File: src/rtl/tof_pkg.sv
// tof_pkg: shared types and constants for the time-of-flight capture block.
//   tof_state_e   - measurement FSM states
//   TOF_*_DEF     - default values for the tof_capture parameters
//   TOF_NONE      - tof value reported for a channel that never tripped
//   tick_sat_inc  - saturating 32-bit increment used by the tick counter
package tof_pkg;

  typedef enum logic [1:0] {
    ST_IDLE   = 2'd0,
    ST_BURST  = 2'd1,
    ST_LISTEN = 2'd2,
    ST_DONE   = 2'd3
  } tof_state_e;

  localparam int unsigned TOF_HALF_PERIOD_DEF   = 32'd1250;
  localparam int unsigned TOF_BURST_HALVES_DEF  = 32'd6;
  localparam int unsigned TOF_BLANK_TICKS_DEF   = 32'd10000;
  localparam int unsigned TOF_TIMEOUT_TICKS_DEF = 32'd2000000;
  localparam int unsigned TOF_FILTER_CYCLES_DEF = 32'd4;

  localparam logic [31:0] TOF_NONE = 32'hFFFF_FFFF;

  // Increment that sticks at all-ones instead of wrapping back to zero.
  function automatic logic [31:0] tick_sat_inc(input logic [31:0] v);
    logic [31:0] r;
    if (v == TOF_NONE) begin
      r = v;
    end else begin
      r = v + 32'd1;
    end
    return r;
  endfunction

endpackage

File: src/rtl/tof_sync_edge.sv
// tof_sync_edge: brings one asynchronous comparator trip into the clk domain
// and flags its rising edge.
//   clk   - system clock
//   reset - asynchronous active-low reset, clears every flop
//   trip  - asynchronous comparator output
//   rise  - high for one cycle when the (optionally filtered) trip goes high
// Build option: TOF_GLITCH_FILTER_EN inserts a consecutive-high filter of
// FILTER_CYCLES samples between the synchronizer and the edge detector.
module tof_sync_edge
  import tof_pkg::*;
#(
  parameter int unsigned FILTER_CYCLES = TOF_FILTER_CYCLES_DEF
) (
  input  logic clk,
  input  logic reset,
  input  logic trip,
  output logic rise
);

  logic meta_r;
  logic sync_r;
  logic level_s;
  logic prev_r;

  // Two-flop synchronizer for the asynchronous trip input.
  always_ff @(posedge clk or negedge reset) begin
    if (!reset) begin
      meta_r <= 1'b0;
      sync_r <= 1'b0;
    end else begin
      meta_r <= trip;
      sync_r <= meta_r;
    end
  end

`ifdef TOF_GLITCH_FILTER_EN
  localparam int unsigned CNT_W = $clog2(FILTER_CYCLES + 1);
  localparam logic [CNT_W-1:0] THRESH_C = CNT_W'(FILTER_CYCLES - 1);

  // run_r counts earlier consecutive high samples, so the current sample
  // completes the run when run_r has reached FILTER_CYCLES-1.
  logic [CNT_W-1:0] run_r;

  // Consecutive-high run counter, saturating at the threshold.
  always_ff @(posedge clk or negedge reset) begin
    if (!reset) begin
      run_r <= '0;
    end else if (!sync_r) begin
      run_r <= '0;
    end else if (run_r != THRESH_C) begin
      run_r <= run_r + CNT_W'(1);
    end else begin
      run_r <= run_r;
    end
  end

  assign level_s = sync_r && (run_r == THRESH_C);
`else
  assign level_s = sync_r;
`endif

  // Previous level for the rise detector.
  always_ff @(posedge clk or negedge reset) begin
    if (!reset) begin
      prev_r <= 1'b0;
    end else begin
      prev_r <= level_s;
    end
  end

  assign rise = level_s && !prev_r;

endmodule

File: src/rtl/tof_capture.sv
// tof_capture: ultrasonic time-of-flight measurement. A start request fires a
// transmit burst, then the tick count at the first trip of each receiver is
// captured. Trips inside the blanking window are ignored; a measurement that
// runs to TIMEOUT_TICKS-1 ends with timeout set and missing channels at
// all-ones. Synchronizer latency (two cycles) is included in the results.
//   clk, reset        - system clock, asynchronous active-low reset
//   start             - request one measurement (honoured only when idle)
//   tripone, triptwo  - asynchronous receiver comparator outputs
//   tx_out            - transmit burst
//   busy              - measurement in progress (any state but IDLE)
//   complete          - one-cycle pulse when tof_one/tof_two/timeout are valid
//   tof_one, tof_two  - captured tick counts
//   timeout           - last measurement timed out
// Build option: TOF_GLITCH_FILTER_EN enables the trip glitch filter.
module tof_capture
  import tof_pkg::*;
#(
  parameter int unsigned HALF_PERIOD   = TOF_HALF_PERIOD_DEF,
  parameter int unsigned BURST_HALVES  = TOF_BURST_HALVES_DEF,
  parameter int unsigned BLANK_TICKS   = TOF_BLANK_TICKS_DEF,
  parameter int unsigned TIMEOUT_TICKS = TOF_TIMEOUT_TICKS_DEF,
  parameter int unsigned FILTER_CYCLES = TOF_FILTER_CYCLES_DEF
) (
  input  logic        clk,
  input  logic        reset,
  input  logic        start,
  input  logic        tripone,
  input  logic        triptwo,
  output logic        tx_out,
  output logic        busy,
  output logic        complete,
  output logic [31:0] tof_one,
  output logic [31:0] tof_two,
  output logic        timeout
);

  localparam logic [31:0] HALF_END_C    = 32'(HALF_PERIOD - 1);
  localparam logic [31:0] BURST_END_C   = 32'(BURST_HALVES * HALF_PERIOD - 1);
  localparam logic [31:0] BLANK_C       = 32'(BLANK_TICKS);
  localparam logic [31:0] TIMEOUT_END_C = 32'(TIMEOUT_TICKS - 1);

  tof_state_e  state_r;
  tof_state_e  state_nxt_s;
  logic [31:0] tick_r;
  logic [31:0] half_cnt_r;
  logic        cap_one_r;
  logic        cap_two_r;
  logic        tx_r;
  logic        busy_r;
  logic        complete_r;
  logic        timeout_r;
  logic [31:0] tof_one_r;
  logic [31:0] tof_two_r;

  logic rise_one_s;
  logic rise_two_s;
  logic armed_s;
  logic lat_one_s;
  logic lat_two_s;
  logic cap_one_nxt_s;
  logic cap_two_nxt_s;
  logic timeout_hit_s;

  tof_sync_edge #(.FILTER_CYCLES(FILTER_CYCLES)) u_sync_one (
    .clk   (clk),
    .reset (reset),
    .trip  (tripone),
    .rise  (rise_one_s)
  );

  tof_sync_edge #(.FILTER_CYCLES(FILTER_CYCLES)) u_sync_two (
    .clk   (clk),
    .reset (reset),
    .trip  (triptwo),
    .rise  (rise_two_s)
  );

  // Capture qualification; both channels may latch in the same cycle.
  assign armed_s       = ((state_r == ST_BURST) || (state_r == ST_LISTEN)) && (tick_r >= BLANK_C);
  assign lat_one_s     = armed_s && rise_one_s && !cap_one_r;
  assign lat_two_s     = armed_s && rise_two_s && !cap_two_r;
  assign cap_one_nxt_s = cap_one_r || lat_one_s;
  assign cap_two_nxt_s = cap_two_r || lat_two_s;

  // Next-state logic; a latch in the final listen cycle beats the timeout.
  always_comb begin
    state_nxt_s   = state_r;
    timeout_hit_s = 1'b0;
    case (state_r)
      ST_IDLE: begin
        if (start) begin
          state_nxt_s = ST_BURST;
        end else begin
          state_nxt_s = ST_IDLE;
        end
      end
      ST_BURST: begin
        if (tick_r == BURST_END_C) begin
          state_nxt_s = ST_LISTEN;
        end else begin
          state_nxt_s = ST_BURST;
        end
      end
      ST_LISTEN: begin
        if (cap_one_nxt_s && cap_two_nxt_s) begin
          state_nxt_s = ST_DONE;
        end else if (tick_r == TIMEOUT_END_C) begin
          state_nxt_s   = ST_DONE;
          timeout_hit_s = 1'b1;
        end else begin
          state_nxt_s = ST_LISTEN;
        end
      end
      ST_DONE: begin
        state_nxt_s = ST_IDLE;
      end
      default: begin
        state_nxt_s = ST_IDLE;
      end
    endcase
  end

  // State register and registered status outputs.
  always_ff @(posedge clk or negedge reset) begin
    if (!reset) begin
      state_r    <= ST_IDLE;
      busy_r     <= 1'b0;
      complete_r <= 1'b0;
    end else begin
      state_r    <= state_nxt_s;
      busy_r     <= (state_nxt_s != ST_IDLE);
      complete_r <= (state_nxt_s == ST_DONE);
    end
  end

  // Measurement datapath: tick, burst generator, capture and result registers.
  always_ff @(posedge clk or negedge reset) begin
    if (!reset) begin
      tick_r     <= 32'd0;
      half_cnt_r <= 32'd0;
      cap_one_r  <= 1'b0;
      cap_two_r  <= 1'b0;
      tx_r       <= 1'b0;
      timeout_r  <= 1'b0;
      tof_one_r  <= 32'd0;
      tof_two_r  <= 32'd0;
    end else if (state_r == ST_IDLE) begin
      if (start) begin
        tick_r     <= 32'd0;
        half_cnt_r <= 32'd0;
        cap_one_r  <= 1'b0;
        cap_two_r  <= 1'b0;
        tx_r       <= 1'b1;
        timeout_r  <= 1'b0;
        tof_one_r  <= 32'd0;
        tof_two_r  <= 32'd0;
      end
    end else begin
      cap_one_r <= cap_one_nxt_s;
      cap_two_r <= cap_two_nxt_s;
      // tick freezes on the way into DONE so it still shows the final count.
      if ((state_nxt_s == ST_BURST) || (state_nxt_s == ST_LISTEN)) begin
        tick_r <= tick_sat_inc(tick_r);
      end
      if (state_r == ST_BURST) begin
        if (state_nxt_s == ST_LISTEN) begin
          tx_r       <= 1'b0;
          half_cnt_r <= 32'd0;
        end else if (half_cnt_r == HALF_END_C) begin
          tx_r       <= !tx_r;
          half_cnt_r <= 32'd0;
        end else begin
          half_cnt_r <= half_cnt_r + 32'd1;
        end
      end
      if (lat_one_s) begin
        tof_one_r <= tick_r;
      end else if (timeout_hit_s && !cap_one_nxt_s) begin
        tof_one_r <= TOF_NONE;
      end
      if (lat_two_s) begin
        tof_two_r <= tick_r;
      end else if (timeout_hit_s && !cap_two_nxt_s) begin
        tof_two_r <= TOF_NONE;
      end
      if (timeout_hit_s) begin
        timeout_r <= 1'b1;
      end
    end
  end

  assign tx_out   = tx_r;
  assign busy     = busy_r;
  assign complete = complete_r;
  assign timeout  = timeout_r;
  assign tof_one  = tof_one_r;
  assign tof_two  = tof_two_r;

endmodule
File: config.mk
export PLATFORM = sky130hd
export DESIGN_NAME = tof_capture
export DESIGN_NICKNAME = d
export VERILOG_FILES = /design/src/rtl/tof_pkg.sv /design/src/rtl/tof_sync_edge.sv /design/src/rtl/tof_capture.sv
export SDC_FILE = /design/constraint.sdc
export NUM_CORES = 1
export LEC_CHECK = 0
export ABC_AREA = 1
export CORE_ASPECT_RATIO = 1.2
export CORE_UTILIZATION = 45
export DETAILED_ROUTE_END_ITERATION = 10
export PLACE_DENSITY = 0.67
export REMOVE_ABC_BUFFERS = 1
export SYNTH_ARGS = -nofsm -noshare
export SYNTH_HDL_FRONTEND = slang
export SYNTH_HIERARCHICAL = 1
export SYNTH_SLANG_ARGS = --single-unit
export TNS_END_PERCENT = 10
File: constraint.sdc
create_clock -name clk -period 2.4 [get_ports clk]
set_input_delay 0.36 -clock clk [delete_from_list [all_inputs] [get_ports clk]]
set_output_delay 0.36 -clock clk [all_outputs]
set_load 0.02 [all_outputs]
-- Yosys cells after proc, flatten, opt, wreduce, memory -nomap -nowiden
Index checks and enable logic that the tools add are counted.
- add/subtract/negate cells: 2
- mux-type cells: 32
- equality and inequality tests: 12
- order comparisons: 1
- reductions and logical operators: 35
- operators with widths (operator ; count):
    two-way mux 32 bit ; 14
    adder 32 x 1 -> 32 bit, second input constant ; 2
    equality test 32 x 11 -> 1 bit, second input constant ; 1
    equality test 32 x 13 -> 1 bit, second input constant ; 1
    equality test 32 x 21 -> 1 bit, second input constant ; 1
    equality test 32 bit, second input constant ; 1
    greater-or-equal comparator 32 x 14 -> 1 bit, second input constant ; 1
    two-way mux 1 bit ; 16
    logical AND 1 bit ; 10
    nonzero test 3 bit ; 3
    equality test 2 bit, second input constant ; 4
    one-hot mux 2 bit (4 select lines) ; 1
    AND reduction 2 bit ; 4
    nonzero test 2 bit ; 4
    zero test 1 bit ; 7
    AND reduction 3 bit ; 2
    equality test 2 x 1 -> 1 bit, second input constant ; 2
    logical OR 1 bit ; 4
    != test 2 bit, second input constant ; 2
    zero test 2 bit ; 1
    two-way mux 2 bit ; 1
- logic and storage cells: 99
- output and inout bits: 68
- register bits after elaboration: 142
- input port bits: 5

-- Logic depth before layout (Yosys ltp)
- depth after elaboration: 13
- gate-level depth with buffers: 21
- gate-level depth less buffers: 19

-- By module
The synthesis kept the hierarchy.
- by module, submodules not included (module ; area an instance (µm²) ; cells each ; instances ; sequential area each (µm²)):
    tof_capture ; 7802.5 ; 1072 ; 1 ; 3403.3
    tof_sync_edge ; 85.1 ; 5 ; 2 ; 75.1

-- Worst setup path before layout
OpenSTA, ideal clock, no wires.
- path kind: register -> register
- from: register state_r[0]
- to: register half_cnt_r[12]
- setup slack: -0.080 ns
- buffers on the path: 3
- data arrival time: 2.408 ns
- stages on the path, launching flop included: 15
- setup time: 0.072 ns
- cells stage by stage: dfrtp_1 -> inv_1 -> ha_1 -> clkbuf_1 -> clkbuf_1 -> nor2_1 -> nand2_1 -> nand2_1 -> ha_1 -> nor2_1 -> nand2_1 -> nand2_1 -> clkbuf_1 -> nand2_1 -> nor2_1
- cells in the longest elaborated chain, start to end: 13
- elaborated cells on any way between the ends: 22
- those cells by class: eq/ne (5); mux (5); reduce/logical (12)
- ends and longest elaborated chain (element ; line ; source):
    start, declared ; tof_capture.sv:42 ; tof_state_e state_r;
    start signal, assigned ; tof_capture.sv:130 ; state_r <= state_nxt_s;
    equality test 2 x 1 -> 1 bit or equality test 2 bit (tied branches) ; tof_capture.sv:79, tof_capture.sv:89, tof_capture.sv:165 ;
    logical OR 1 bit ; tof_capture.sv:79 ; assign armed_s = ((state_r == ST_BURST) || (state_r == ST_LISTEN)) && (tick_r >= BLANK_C);
    logical AND 1 bit ; tof_capture.sv:79 ;
    logical AND 1 bit (on tied branches) (2 in a row) ; tof_capture.sv:80, tof_capture.sv:81 ;
    logical OR 1 bit (on tied branches) ; tof_capture.sv:82, tof_capture.sv:83 ;
    logical AND 1 bit ; tof_capture.sv:105 ; if (cap_one_nxt_s && cap_two_nxt_s) begin
    two-way mux 1 bit ; tof_capture.sv:105 ;
    one-hot mux 2 bit (4 select lines) ; tof_capture.sv:89 ; case (state_r)
    equality test 2 bit ; tof_capture.sv:166 ; if (state_nxt_s == ST_LISTEN) begin
    two-way mux 32 bit ; tof_capture.sv:166 ;
    two-way mux 32 bit ; tof_capture.sv:165 ; if (state_r == ST_BURST) begin
    two-way mux 32 bit ; tof_capture.sv:147 ; end else if (state_r == ST_IDLE) begin
    end signal, assigned ; tof_capture.sv:173 ; half_cnt_r <= half_cnt_r + 32'd1;
    end, declared ; tof_capture.sv:45 ; logic [31:0] half_cnt_r;
Several ways; a longest one is shown, not always the timed one. The select of a mux whose other input is x is not followed.
A chain may end at the register's enable or synchronous reset.

-- Worst setup path in the final report
- from: register state_r[0]
- to: register tick_r[25]
- cells in the longest elaborated chain, start to end: 13
- elaborated cells on any way between the ends: 23
- those cells by class: eq/ne (7); mux (3); reduce/logical (13)
- ends and longest elaborated chain (element ; line ; source):
    equality test 2 x 1 -> 1 bit or equality test 2 bit (tied branches) ; tof_capture.sv:79, tof_capture.sv:89 ;
    logical OR 1 bit ; tof_capture.sv:79 ;
    logical AND 1 bit ; tof_capture.sv:79 ;
    logical AND 1 bit (on tied branches) (2 in a row) ; tof_capture.sv:80, tof_capture.sv:81 ;
    logical OR 1 bit (on tied branches) ; tof_capture.sv:82, tof_capture.sv:83 ;
    logical AND 1 bit ; tof_capture.sv:105 ;
    two-way mux 1 bit ; tof_capture.sv:105 ;
    one-hot mux 2 bit (4 select lines) ; tof_capture.sv:89 ;
    equality test 2 x 1 -> 1 bit or equality test 2 bit (tied branches) ; tof_capture.sv:162 ; if ((state_nxt_s == ST_BURST) || (state_nxt_s == ST_LISTEN)) begin
    logical OR 1 bit ; tof_capture.sv:162 ;
    nonzero test 2 bit (no line) ; - ;
    AND reduction 3 bit (no line) ; - ;
    end signal, assigned ; tof_capture.sv:163 ; tick_r <= tick_sat_inc(tick_r);
    end, declared ; tof_capture.sv:44 ; logic [31:0] tick_r;
Several ways; a longest one is shown, not always the timed one.

==> summary.md <==
| Metric | Value |
|---|---|
| Total die area | `18300 um^2` |
| Final std cells w/o fill | `1463` |
| Max rail drop VDD | `0.582 mV` |
| Worst-path maximum fanout | `5` |
| Max-Cap Viols | `0` |
| Hold crit path type | `register to register` |
| Sequential-to-total area share from yosys stat | `44.6%` |
| Post-synthesis simple-gate area fraction | `34.5%` |
| Max clock buf depth | `2` |
| Starting density of the core | `46.6%` |
| Area post-placement | `9510 um^2` |
| DR DRC count | `0` |
| RSZ-0062 raised after global routing | `yes` |
| Worst path slowest cell | `dfrtp_1` |
| CP Data Arrival Time | `2.73 ns` |
| Number of synthesized register bits | `142` |
| Clk_skew | `0.00932 ns` |
| EDFF count, synth | `0` |
| Pins over their slew limit | `0` |
| Top_reg_cell synth | `dfrtp_1` |
| Status | `complete, but fails checks` |
| H-tree levels | `4` |
| Clk root buf | `clkbuf_16` |
| P per Cell Area | `741 nW/um^2` |
| WS Path Type | `register to register` |
| Power Total | `0.00781 W` |
| Synth top area share | `44.6%` |
| Failing checks | `negative setup slack` |
| Yosys Warn Count | `6` |
| Fmax | `415 MHz` |
| Pre-CTS setup slack | `-0.123 ns` |
| Antenna cells | `0` |
| Post-DR wirelength/cell | `15.7 um` |
| XOR/XNOR Fraction of Synth Area | `1.87%` |
| GR Overflow Total | `0` |
| Mapped Area | `7970 um^2` |
| Slew @ Worst Pin | `0.482 ns` |
| Clock Sinks | `142` |
| Compound-gate portion of the synthesized area | `8.99%` |
| Iter 0 DRT Violations | `500` |
| Routed vias | `7712` |
| Ranking of synthesized cells by area | `dfrtp_1, nor2_1, nand2_1` |
| Fin crit share | `100%` |
| Die width | `124 um` |
| Final ANT Viol Nets | `0` |
| Worst setup EP type | `register` |
| Area leader, netlist | `dfrtp_1` |
| Cell Rows | `52` |
| IO buf count | `72` |
| First-pass GRT wire length | `37300 um` |
| Total track usage | `26.5%` |
| Max incr delay on CP | `0.39 ns` |
| Placed Cells | `1420` |
| Syn_area_per_cell | `7.37 um^2` |
| Area delta synth->final | `32.1%` |
| Pleak | `4.97 nW` |
| Most used cell, CP | `nand2_1` |
| Largest net degree at the start of global routing | `65` |
| Clock transition at path regs | `0.06 ns` |
| Die Ht | `148 um` |
| Vias in the first global route | `7407` |
| Count leader, synth | `nor2_1` |
| Synth Area in Adders | `1.57%` |
| Routed Wire Length | `23000 um` |
| Clock latency on the worst-skew pair | `0.43 ns` |
| Fill count | `1566` |
| Cells after Synth | `1082` |
| Nets | `1249` |
| Ordered cell list for the critical path | `inv_1 > ha_2 > nand3_1 > nor2_1 > nand4_1 > nand2_1 > nor2_2 > nand2_1 > nand2_2 > ha_4 > inv_4 > nor2_4 > nand2_2 > nand2_4 > inv_8 > clkbuf_16 > nand2_1 > o21ai_1` |
| Worst EP required | `2.72 ns` |
| Layout cells sized above 1 | `17.6%` |
| Crit path max-delay family | `simple AND/OR/NAND/NOR gates` |
| Fin area | `10500 um^2` |
| Final Setup Violations | `8` |
| Max-slew headroom | `67.9%` |
| Fin crit period | `2.41 ns` |
| Core area | `17100 um^2` |
| Count of different cell masters after synthesis | `33` |
| Async SR Flop Fraction | `100%` |
| CTS tree | `built` |
| Main combinational cell family by area after synthesis | `simple AND/OR/NAND/NOR gates` |
| PnR worst setup slack | `-0.00927 ns` |
| IO Count | `73` |
| Vias/cell | `5.27` |
| Post-synth top cells | `nor2_1, nand2_1, dfrtp_1, nand3_1, inv_1` |
| WP buf/inv | `4` |
| Worst setup SP type | `register` |
| Hpwl dp | `16300 um` |
| DRT Pass-1 Iters | `5` |
| Setup TNS | `-0.0352 ns` |
| Initial antenna violation count | `0` |
| TritonCTS buffer count | `17` |
| Mux contribution to synthesized area | `0%` |
| Fin. Hold Viols | `0` |
| RePlAce Congestion | `0.950` |
metal layers:
metal,GRT usage (%),vias to the layer above,share of wire (%)
met5,0,-,0
met4,10.0,0,2.4
met3,5.05,49,4.4
met2,44.9,192,50
met1,33.0,3643,43
li1,-,3828,-
cells by family after synthesis:
group / count (synthesis)
DFF: 142
adders and majority gates: 10
xor gates and xnor gates: 17
and+or+nand+nor: 628
buffers and inverters: 151
AOI/OAI and AO/OA: 134
worst register-to-register path, cell delays in order, from the launching register on:
cell and delay [ns]:
dfrtp_1 0.39, inv_1 0.09, ha_2 0.20, nand3_1 0.12
nor2_1 0.11, nand4_1 0.16, nand2_1 0.13, nor2_2 0.05
nand2_1 0.07, nand2_2 0.07, ha_4 0.27, inv_4 0.04
nor2_4 0.08, nand2_2 0.08, nand2_4 0.12, inv_8 0.06
clkbuf_16 0.16, nand2_1 0.05, o21ai_1 0.06
area by class of cell:
cell class	count	area, um^2	share of cell area (%)
clock buffer	20	447	4.24
clock inverter	12	231	2.20
inverter	92	359	3.41
multi-input combinational	789	3920	37.2
sequential	142	3560	33.8
tap	216	270	2.57
timing repair buffer	192	1750	16.6
cells in the final DEF (no fill, tap or decap), types with 6 or more instances in the layout:
cell | netlist | routed
o21ai_2 | 6 | 10
nor3_1 | 34 | 33
o21ai_0 | 29 | 26
nand2_4 | 2 | 7
nand2_2 | 3 | 11
a21oi_1 | 12 | 12
nand3_1 | 133 | 130
nand2_1 | 200 | 187
clkdlybuf4s50_1 | 0 | 71
dfrtp_1 | 142 | 138
ha_1 | 10 | 6
bufinv_16 | 0 | 6
clkbuf_16 | 0 | 19
nand4_1 | 26 | 26
nor2_1 | 204 | 195
nor2_2 | 7 | 14
nor4_1 | 7 | 6
buf_12 | 0 | 6
inv_1 | 89 | 85
xor2_1 | 17 | 17
a21o_1 | 9 | 9
o21ai_1 | 77 | 76
buf_4 | 13 | 108
state kept, by name, indices dropped and copies added, names as in the netlist:
signal and count:
tick_r 32, u_sync_two/prev_r 1, cap_one_r 1, u_sync_one/meta_r 1
tof_two 32, state_r 2, cap_two_r 1, u_sync_one/level_s 1
u_sync_two/level_s 1, u_sync_one/prev_r 1, timeout 1, tof_one 32
u_sync_two/meta_r 1, complete 1, tx_out 1, half_cnt_r 32
busy 1
final timing paths:
kind	from	end	slack [ns]	cells after the start
setup / recovery	state_r[0]	tick_r[25]	-0.009	18
hold / removal	u_sync_two/meta_r	u_sync_two/level_s	0.35	0
setup reg to reg	state_r[0]	tick_r[25]	-0.009	18
hold reg to reg	u_sync_two/meta_r	u_sync_two/level_s	0.35	0
max in group asynchronous	reset	half_cnt_r[23]	1.21	3
min in group asynchronous	reset	tof_two[2]	0.44	2
timing repair:
action | CTS | global route
setup buffers | 1 | 6
pin swaps | 2 | 12
gates resized for setup | 15 | 50
endpoints found under the hold margin | 45 | 0
hold buffers | 1 | 0
setup endpoints to repair | 62 | 63
gates cloned | 0 | 3
stage by stage:
stage / hold WS [ns] / utilization (%)
after global routing: 0.347 / 61.5
after detailed placement: 0.327 / 55.6
after global placement: 0.331 / 55.6
final: 0.352 / 61.5
after floorplan: 0.0644 / -
after CTS: 0.347 / 59.9
report_power, final:
part / switching, W / internal, W / leakage (nW)
clock: 0.00108 / 0.00199 / 0.326
sequential: 0.0000895 / 0.00250 / 1.95
combinational: 0.00131 / 0.000828 / 2.70
Power figures use the tool's default switching activity.
